[src/rtl/pal_test_pkg.sv]
// Shared types, constants and MISR step function for the PAL vector sweep self-test.
// Pure definitions: no latency, no handshake.
package pal_test_pkg;

  typedef enum logic [1:0] {IDLE, DRIVE, CAPTURE, DONE} sweep_state_t;

  localparam logic [15:0] MISR_POLY   = 16'h1021;
  localparam logic [15:0] MISR_SEED   = 16'hFFFF;
  localparam int          NUM_VECTORS = 16;
  localparam int          RESP_W      = 2;
  localparam int          VEC_W       = 4;
  localparam int          MAP_W       = NUM_VECTORS * RESP_W;

  function automatic logic [15:0] misr_step(input logic [15:0] s, input logic [RESP_W-1:0] d);
    return {s[14:0], 1'b0} ^ (s[15] ? MISR_POLY : 16'h0000) ^ {{(16-RESP_W){1'b0}}, d};
  endfunction

endpackage

[src/rtl/pal_vector_sweep_if.sv]
// Stimulus/response bundle between the sweep engine and its controller + PAL.
// Plain wires; the sweep engine owns every output and registers it.
interface pal_vector_sweep_if;
  import pal_test_pkg::*;

  logic              start;
  logic              abort;
  logic [VEC_W-1:0]  pal_in;
  logic [RESP_W-1:0] pal_out;
  logic              busy;
  logic              done;
  logic [MAP_W-1:0]  resp_map;
  logic [15:0]       signature;
  logic              pass;

  modport master (
    output start, abort, pal_out,
    input  pal_in, busy, done, resp_map, signature, pass
  );

  modport slave (
    input  start, abort, pal_out,
    output pal_in, busy, done, resp_map, signature, pass
  );

endinterface

[src/rtl/pal_misr16.sv]
// 16-bit MISR folding one 2-bit response per enabled cycle; clear reloads the seed.
// One-cycle update latency, no backpressure.
module pal_misr16
  import pal_test_pkg::*;
(
  input  logic              clk,
  input  logic              rst,
  input  logic              clear,
  input  logic              en,
  input  logic [RESP_W-1:0] din,
  output logic [15:0]       sig
);

  logic [15:0] sig_q;
  logic [15:0] sig_d;

  always_comb begin
    sig_d = sig_q;
    if (clear) begin
      sig_d = MISR_SEED;
    end else if (en) begin
      sig_d = misr_step(sig_q, din);
    end
  end

  always_ff @(posedge clk) begin
    if (rst) begin
      sig_q <= MISR_SEED;
    end else begin
      sig_q <= sig_d;
    end
  end

  assign sig = sig_q;

endmodule

[src/rtl/pal_vector_sweep.sv]
// Sweeps all 16 PAL input vectors, captures each response into a map and a MISR, reports pass/fail.
// Sweep takes 16*(SETTLE_CYCLES+1)+1 cycles from start to done; start is ignored while busy.
module pal_vector_sweep
  import pal_test_pkg::*;
#(
  parameter int unsigned SETTLE_CYCLES = 2,
  parameter logic [15:0] EXPECTED_SIG  = 16'h0000
)(
  input logic               clk,
  input logic               rst,
  pal_vector_sweep_if.slave sw
);

  if (SETTLE_CYCLES == 0 || SETTLE_CYCLES > 255) begin : g_bad_settle
    $fatal(1, "SETTLE_CYCLES must be in 1..255");
  end

  localparam logic [7:0]       SETTLE_LAST = 8'(SETTLE_CYCLES - 1);
  localparam logic [VEC_W-1:0] LAST_VEC    = VEC_W'(NUM_VECTORS - 1);

  sweep_state_t     state_q, state_d;
  logic [VEC_W-1:0] vec_q, vec_d;
  logic [7:0]       settle_q, settle_d;
  logic [MAP_W-1:0] work_q, work_d;
  logic [MAP_W-1:0] resp_map_q, resp_map_d;
  logic [15:0]      signature_q, signature_d;
  logic             pass_q, pass_d;
  logic             busy_q, busy_d;
  logic             done_q, done_d;
  logic [VEC_W-1:0] pal_in_q, pal_in_d;

  logic             misr_clear;
  logic             misr_en;
  logic [15:0]      misr_sig;
  logic [15:0]      final_sig;

  pal_misr16 u_misr (
    .clk   (clk),
    .rst   (rst),
    .clear (misr_clear),
    .en    (misr_en),
    .din   (sw.pal_out),
    .sig   (misr_sig)
  );

  always_comb begin
    state_d     = state_q;
    vec_d       = vec_q;
    settle_d    = settle_q;
    work_d      = work_q;
    resp_map_d  = resp_map_q;
    signature_d = signature_q;
    pass_d      = pass_q;
    misr_clear  = 1'b0;
    misr_en     = 1'b0;
    final_sig   = misr_step(misr_sig, sw.pal_out);

    case (state_q)
      IDLE: begin
        if (sw.start) begin
          state_d    = DRIVE;
          vec_d      = '0;
          settle_d   = '0;
          work_d     = '0;
          pass_d     = 1'b0;
          misr_clear = 1'b1;
        end
      end
      DRIVE: begin
        if (sw.abort) begin
          state_d  = IDLE;
          vec_d    = '0;
          settle_d = '0;
          pass_d   = 1'b0;
        end else if (settle_q == SETTLE_LAST) begin
          state_d = CAPTURE;
        end else begin
          settle_d = settle_q + 8'd1;
        end
      end
      CAPTURE: begin
        if (sw.abort) begin
          state_d  = IDLE;
          vec_d    = '0;
          settle_d = '0;
          pass_d   = 1'b0;
        end else begin
          misr_en = 1'b1;
          work_d[{vec_q, 1'b0} +: RESP_W] = sw.pal_out;
          if (vec_q == LAST_VEC) begin
            // Results land on the edge into DONE so they are valid during the done pulse.
            state_d     = DONE;
            resp_map_d  = work_d;
            signature_d = final_sig;
            pass_d      = (final_sig == EXPECTED_SIG);
          end else begin
            state_d  = DRIVE;
            vec_d    = vec_q + 1'b1;
            settle_d = '0;
          end
        end
      end
      DONE: begin
        state_d = IDLE;
        vec_d   = '0;
      end
      default: begin
        state_d = IDLE;
        vec_d   = '0;
      end
    endcase

    busy_d   = (state_d != IDLE);
    done_d   = (state_d == DONE);
    pal_in_d = (state_d == DRIVE || state_d == CAPTURE) ? vec_d : '0;
  end

  always_ff @(posedge clk) begin
    if (rst) begin
      state_q     <= IDLE;
      vec_q       <= '0;
      settle_q    <= '0;
      work_q      <= '0;
      resp_map_q  <= '0;
      signature_q <= '0;
      pass_q      <= 1'b0;
      busy_q      <= 1'b0;
      done_q      <= 1'b0;
      pal_in_q    <= '0;
    end else begin
      state_q     <= state_d;
      vec_q       <= vec_d;
      settle_q    <= settle_d;
      work_q      <= work_d;
      resp_map_q  <= resp_map_d;
      signature_q <= signature_d;
      pass_q      <= pass_d;
      busy_q      <= busy_d;
      done_q      <= done_d;
      pal_in_q    <= pal_in_d;
    end
  end

  assign sw.pal_in    = pal_in_q;
  assign sw.busy      = busy_q;
  assign sw.done      = done_q;
  assign sw.resp_map  = resp_map_q;
  assign sw.signature = signature_q;
  assign sw.pass      = pass_q;

endmodule
[src/flat_wrapper.sv]
// flat-port wrapper written by rule: the top's interface ports become plain ports
module pal_vector_sweep_flat import pal_test_pkg::*;
#(
  parameter int unsigned SETTLE_CYCLES = 2,
  parameter logic [15:0] EXPECTED_SIG  = 16'h0000
)
  (clk, rst, sw_start, sw_abort, sw_pal_out, sw_pal_in, sw_busy, sw_done, sw_resp_map, sw_signature, sw_pass);
  pal_vector_sweep_if sw_i ();
  input logic clk;
  input logic rst;
  input wire logic [$bits(sw_i.start)-1:0] sw_start;
  input wire logic [$bits(sw_i.abort)-1:0] sw_abort;
  input wire logic [$bits(sw_i.pal_out)-1:0] sw_pal_out;
  output wire logic [$bits(sw_i.pal_in)-1:0] sw_pal_in;
  output wire logic [$bits(sw_i.busy)-1:0] sw_busy;
  output wire logic [$bits(sw_i.done)-1:0] sw_done;
  output wire logic [$bits(sw_i.resp_map)-1:0] sw_resp_map;
  output wire logic [$bits(sw_i.signature)-1:0] sw_signature;
  output wire logic [$bits(sw_i.pass)-1:0] sw_pass;
  assign sw_i.start = sw_start;
  assign sw_i.abort = sw_abort;
  assign sw_i.pal_out = sw_pal_out;
  assign sw_pal_in = sw_i.pal_in;
  assign sw_busy = sw_i.busy;
  assign sw_done = sw_i.done;
  assign sw_resp_map = sw_i.resp_map;
  assign sw_signature = sw_i.signature;
  assign sw_pass = sw_i.pass;
  pal_vector_sweep #(.SETTLE_CYCLES(SETTLE_CYCLES), .EXPECTED_SIG(EXPECTED_SIG)) u_core (.clk(clk), .rst(rst), .sw(sw_i));
endmodule
[config.mk]
export PLATFORM = sky130hd
export DESIGN_NAME = pal_vector_sweep_flat
export DESIGN_NICKNAME = d
export VERILOG_FILES = /design/src/rtl/pal_test_pkg.sv /design/src/rtl/pal_vector_sweep_if.sv /design/src/rtl/pal_misr16.sv /design/src/rtl/pal_vector_sweep.sv /design/src/flat_wrapper.sv
export SDC_FILE = /design/constraint.sdc
export NUM_CORES = 1
export LEC_CHECK = 0
export ABC_AREA = 1
export CAP_MARGIN = 20
export CORE_MARGIN = 2
export CORE_UTILIZATION = 30
export CTS_BUF_LIST = sky130_fd_sc_hd__clkbuf_4
export DETAILED_ROUTE_END_ITERATION = 16
export DONT_BUFFER_PORTS = 1
export HOLD_SLACK_MARGIN = 0.02
export SLEW_MARGIN = 20
export SYNTH_ARGS = -nofsm -noshare
export SYNTH_HDL_FRONTEND = slang
export SYNTH_SLANG_ARGS = --single-unit
[constraint.sdc]
create_clock -name clk -period 5 [get_ports clk]
set_input_delay 1 -clock clk [delete_from_list [all_inputs] [get_ports clk]]
set_output_delay 1 -clock clk [all_outputs]
set_load 0.02 [all_outputs]
==> results.py <==
metrics = {
    "synthesis": {
        "synthesis.nets": 798,
        "synth_seq_area_share": 0.418,
        "avgSynthCellArea_um2": 7.15,
        "synth_cell_types": 42,
        "synthCells": 784,
        "ys_top_cells_by_area": "dfxtp_1 42%, nand2_1 12%, inv_1 7.1%, nand3_1 6.0%, nor2_1 5.8%",
        "yosys.area.top_type": "dfxtp_1",
        "synthDominantCellAreaShare": 0.418,
        "syn-cell-area_mm2": 0.00560,
        "synth_warnings": 0,
        "ys_ff_latch": 117,
    },
    "setup_path": {
        "ff2ff_path_depth": 12,
        "critPathMaxFanout": 39,
        "endpoint_kind": "flop",
        "critPathKind": "input pin to flop",
        "cp.required_ns": 5.48,
        "cp-start-kind": "input pin",
        "cp.arrival_ns": 3.28,
    },
    "layout": {
        "final_common_cell": "nand2_1",
        "n_antenna_cell": 0,
        "areaGrowthSynthToFinish_pct": 7.19,
        "layout-drive-gt1-share": 0.0920,
        "final_area_mm2": 0.00601,
        "num-fill-cells": 1955,
        "layout_common_cells": "183 x nand2_1, 117 x dfxtp_1, 106 x inv_1",
        "final_nets": 784,
    },
    "timing": {
        "worstMarginPinSlew_ns": 1.04,
        "hold_viol": 0,
        "rsz0062_at_grt": "false",
        "min_period_ns": 2.81,
        "max_freq_mhz": 357,
        "setup_violations": 0,
        "skew_ns": 0.0133,
        "finalCritPeriodShare": 0.561,
        "slew_viol_final": 0,
        "setup_tns_ns": 0,
        "relSlewSlack": 0.301,
    },
    "cts": {
        "cts_tree": "built",
        "post_cts_buffers": 0,
        "cts_resized": 0,
        "cts_buffers": 17,
        "cts-root-buf": "clkbuf_4",
        "holdBufCountCts": 0,
        "clk_pin_slew_worst_paths_ns": 0.10,
        "ctsHtreeMaxLevel": 4,
        "clockBufferDepth": 2,
        "insertion_delay_ns": 0.54,
        "clock_sinks": 117,
    },
    "route": {
        "maxUsedRoutingLayer": "met4",
        "drc": 0,
        "ant_nets": 0,
        "first_pass_iters": 5,
        "wl_met3_um": 727,
        "drtIter0Drc": 265,
        "vias_per_cell": 4.55,
        "met1_length_um": 5990,
        "met2_length_um": 5920,
        "vias": 4602,
        "wl_per_cell_um": 12.6,
        "wirelength_um": 12800,
    },
    "global_route": {
        "overflow": 0,
        "grt_use_total": 0.134,
        "grt_pass1_wl_um": 21300,
        "antenna_found_initial": 0,
        "grt_pass1_vias": 4354,
        "grt_max_degree": 83,
    },
    "power": {
        "irDropWorstVdd_mv": 0.179,
        "power_density_mw_per_mm2": 289,
        "p_leak_nw": 2.67,
    },
    "floorplan": {
        "die_x_um": 141,
        "core_mm2": 0.0181,
        "num_io_pins": 61,
        "num_rows": 49,
        "die_area_mm2": 0.0198,
        "dieHeight_um": 141,
        "initial_core_util": 0.309,
    },
    "hold_path": {
        "whs_path_depth": 2,
        "worstHoldPathType": "flop to flop",
    },
    "placement": {
        "hpwl_um": 8640,
        "place.gp.congestion": 0.777,
        "port_buffers": 0,
        "placed_area_mm2": 0.00570,
    },
    "flow_run": {
        "drv_cap": 0,
    },
    "status": {
        "status": "completed",
    },
}
-- cell usage after synthesis, drive strengths merged --
master  count
buf        25
nor4        2
a31o        1
o21a        1
o31ai       2
nand3      74
or2         3
o21ai      31
o21bai      1
nand4      10
inv       113
nand2     191
a21o       12
xnor2       2
xor2        2
a211oi     12
dfxtp     117
a21oi      45
a22o        1
nor2       96
clkbuf     11
nor3        7
o211ai     17
ha          8
-- registers in the layout, summed over array words and instances, names as in the netlist --
register / cells
u_core.sw.pal_in: 4
u_core.u_misr.sig: 16
u_core.sw.signature: 16
u_core.state_q: 2
u_core.sw.done: 1
u_core.work_q: 32
u_core.sw.busy: 1
u_core.vec_q: 4
u_core.sw.resp_map: 32
u_core.settle_q: 8
u_core.sw.pass: 1
-- stage by stage --
stage               hold WS [ns]  instances  utilization  power [W]  setup slack (ns)
floorplan                  0.443        784            -    0.00100              2.81
global placement           0.447        980        0.314    0.00101              1.67
detailed placement         0.449        980        0.314    0.00101              1.61
CTS                        0.464       1012        0.331    0.00176              2.19
global route               0.471       1012        0.331    0.00181              1.87
finish                     0.465       1012        0.331    0.00174              2.19
-- power by group --
group | switching, W | internal, W | total, W
combinational | 0.0000357 | 0.0000106 | 0.0000463
sequential | 0.00000397 | 0.000934 | 0.000938
clock | 0.000355 | 0.000397 | 0.000753
total | 0.000395 | 0.00134 | 0.00174
-- metal layers --
metal / vias up / global-route usage
li1: 2475 / -
met1: 2053 / 0.165
met2: 65 / 0.218
met3: 9 / 0.0479
met4: 0 / 0.0463
met5: - / 0
-- final cells by class --
cell class	count	area [um2]	share of cell area
multi-input combinational	518	2610	0.435
sequential	117	2340	0.390
inverter	113	427	0.0710
tap	229	287	0.0477
clock inverter	13	163	0.0271
clock buffer	19	143	0.0237
timing repair buffer	3	35.0	0.00583
-- worst max-delay path, stage by stage --
cell	delay (ns)
inv_2	0.11
nand3_2	0.46
inv_2	0.20
buf_4	0.41
nor2_2	0.04
buf_4	0.25
nand2_1	0.13
inv_1	0.06
ha_1	0.27
inv_1	0.04
nor2_1	0.11
inv_1	0.07
nor2_1	0.11
-- cells by family after synthesis --
| kind of cell | share of synthesized area |
|---|---|
| buffers and inverters | 0.116 |
| DFF | 0.418 |
| and+or+nand+nor | 0.307 |
| adders and majority gates | 0.0179 |
| AOI/OAI and AO/OA | 0.135 |
| xor gates and xnor gates | 0.00625 |
-- final timing paths --
check        slack, ns                   to         startpoint
max               2.19  u_core.sw.pal_in[2]           sw_abort
min               0.47     u_core.work_q[0]   u_core.work_q[0]
max reg2reg       2.30  u_core.sw.pal_in[2]  u_core.state_q[1]
min reg2reg       0.47     u_core.work_q[0]   u_core.work_q[0]
Note: power is estimated with default switching activity, not from simulation.
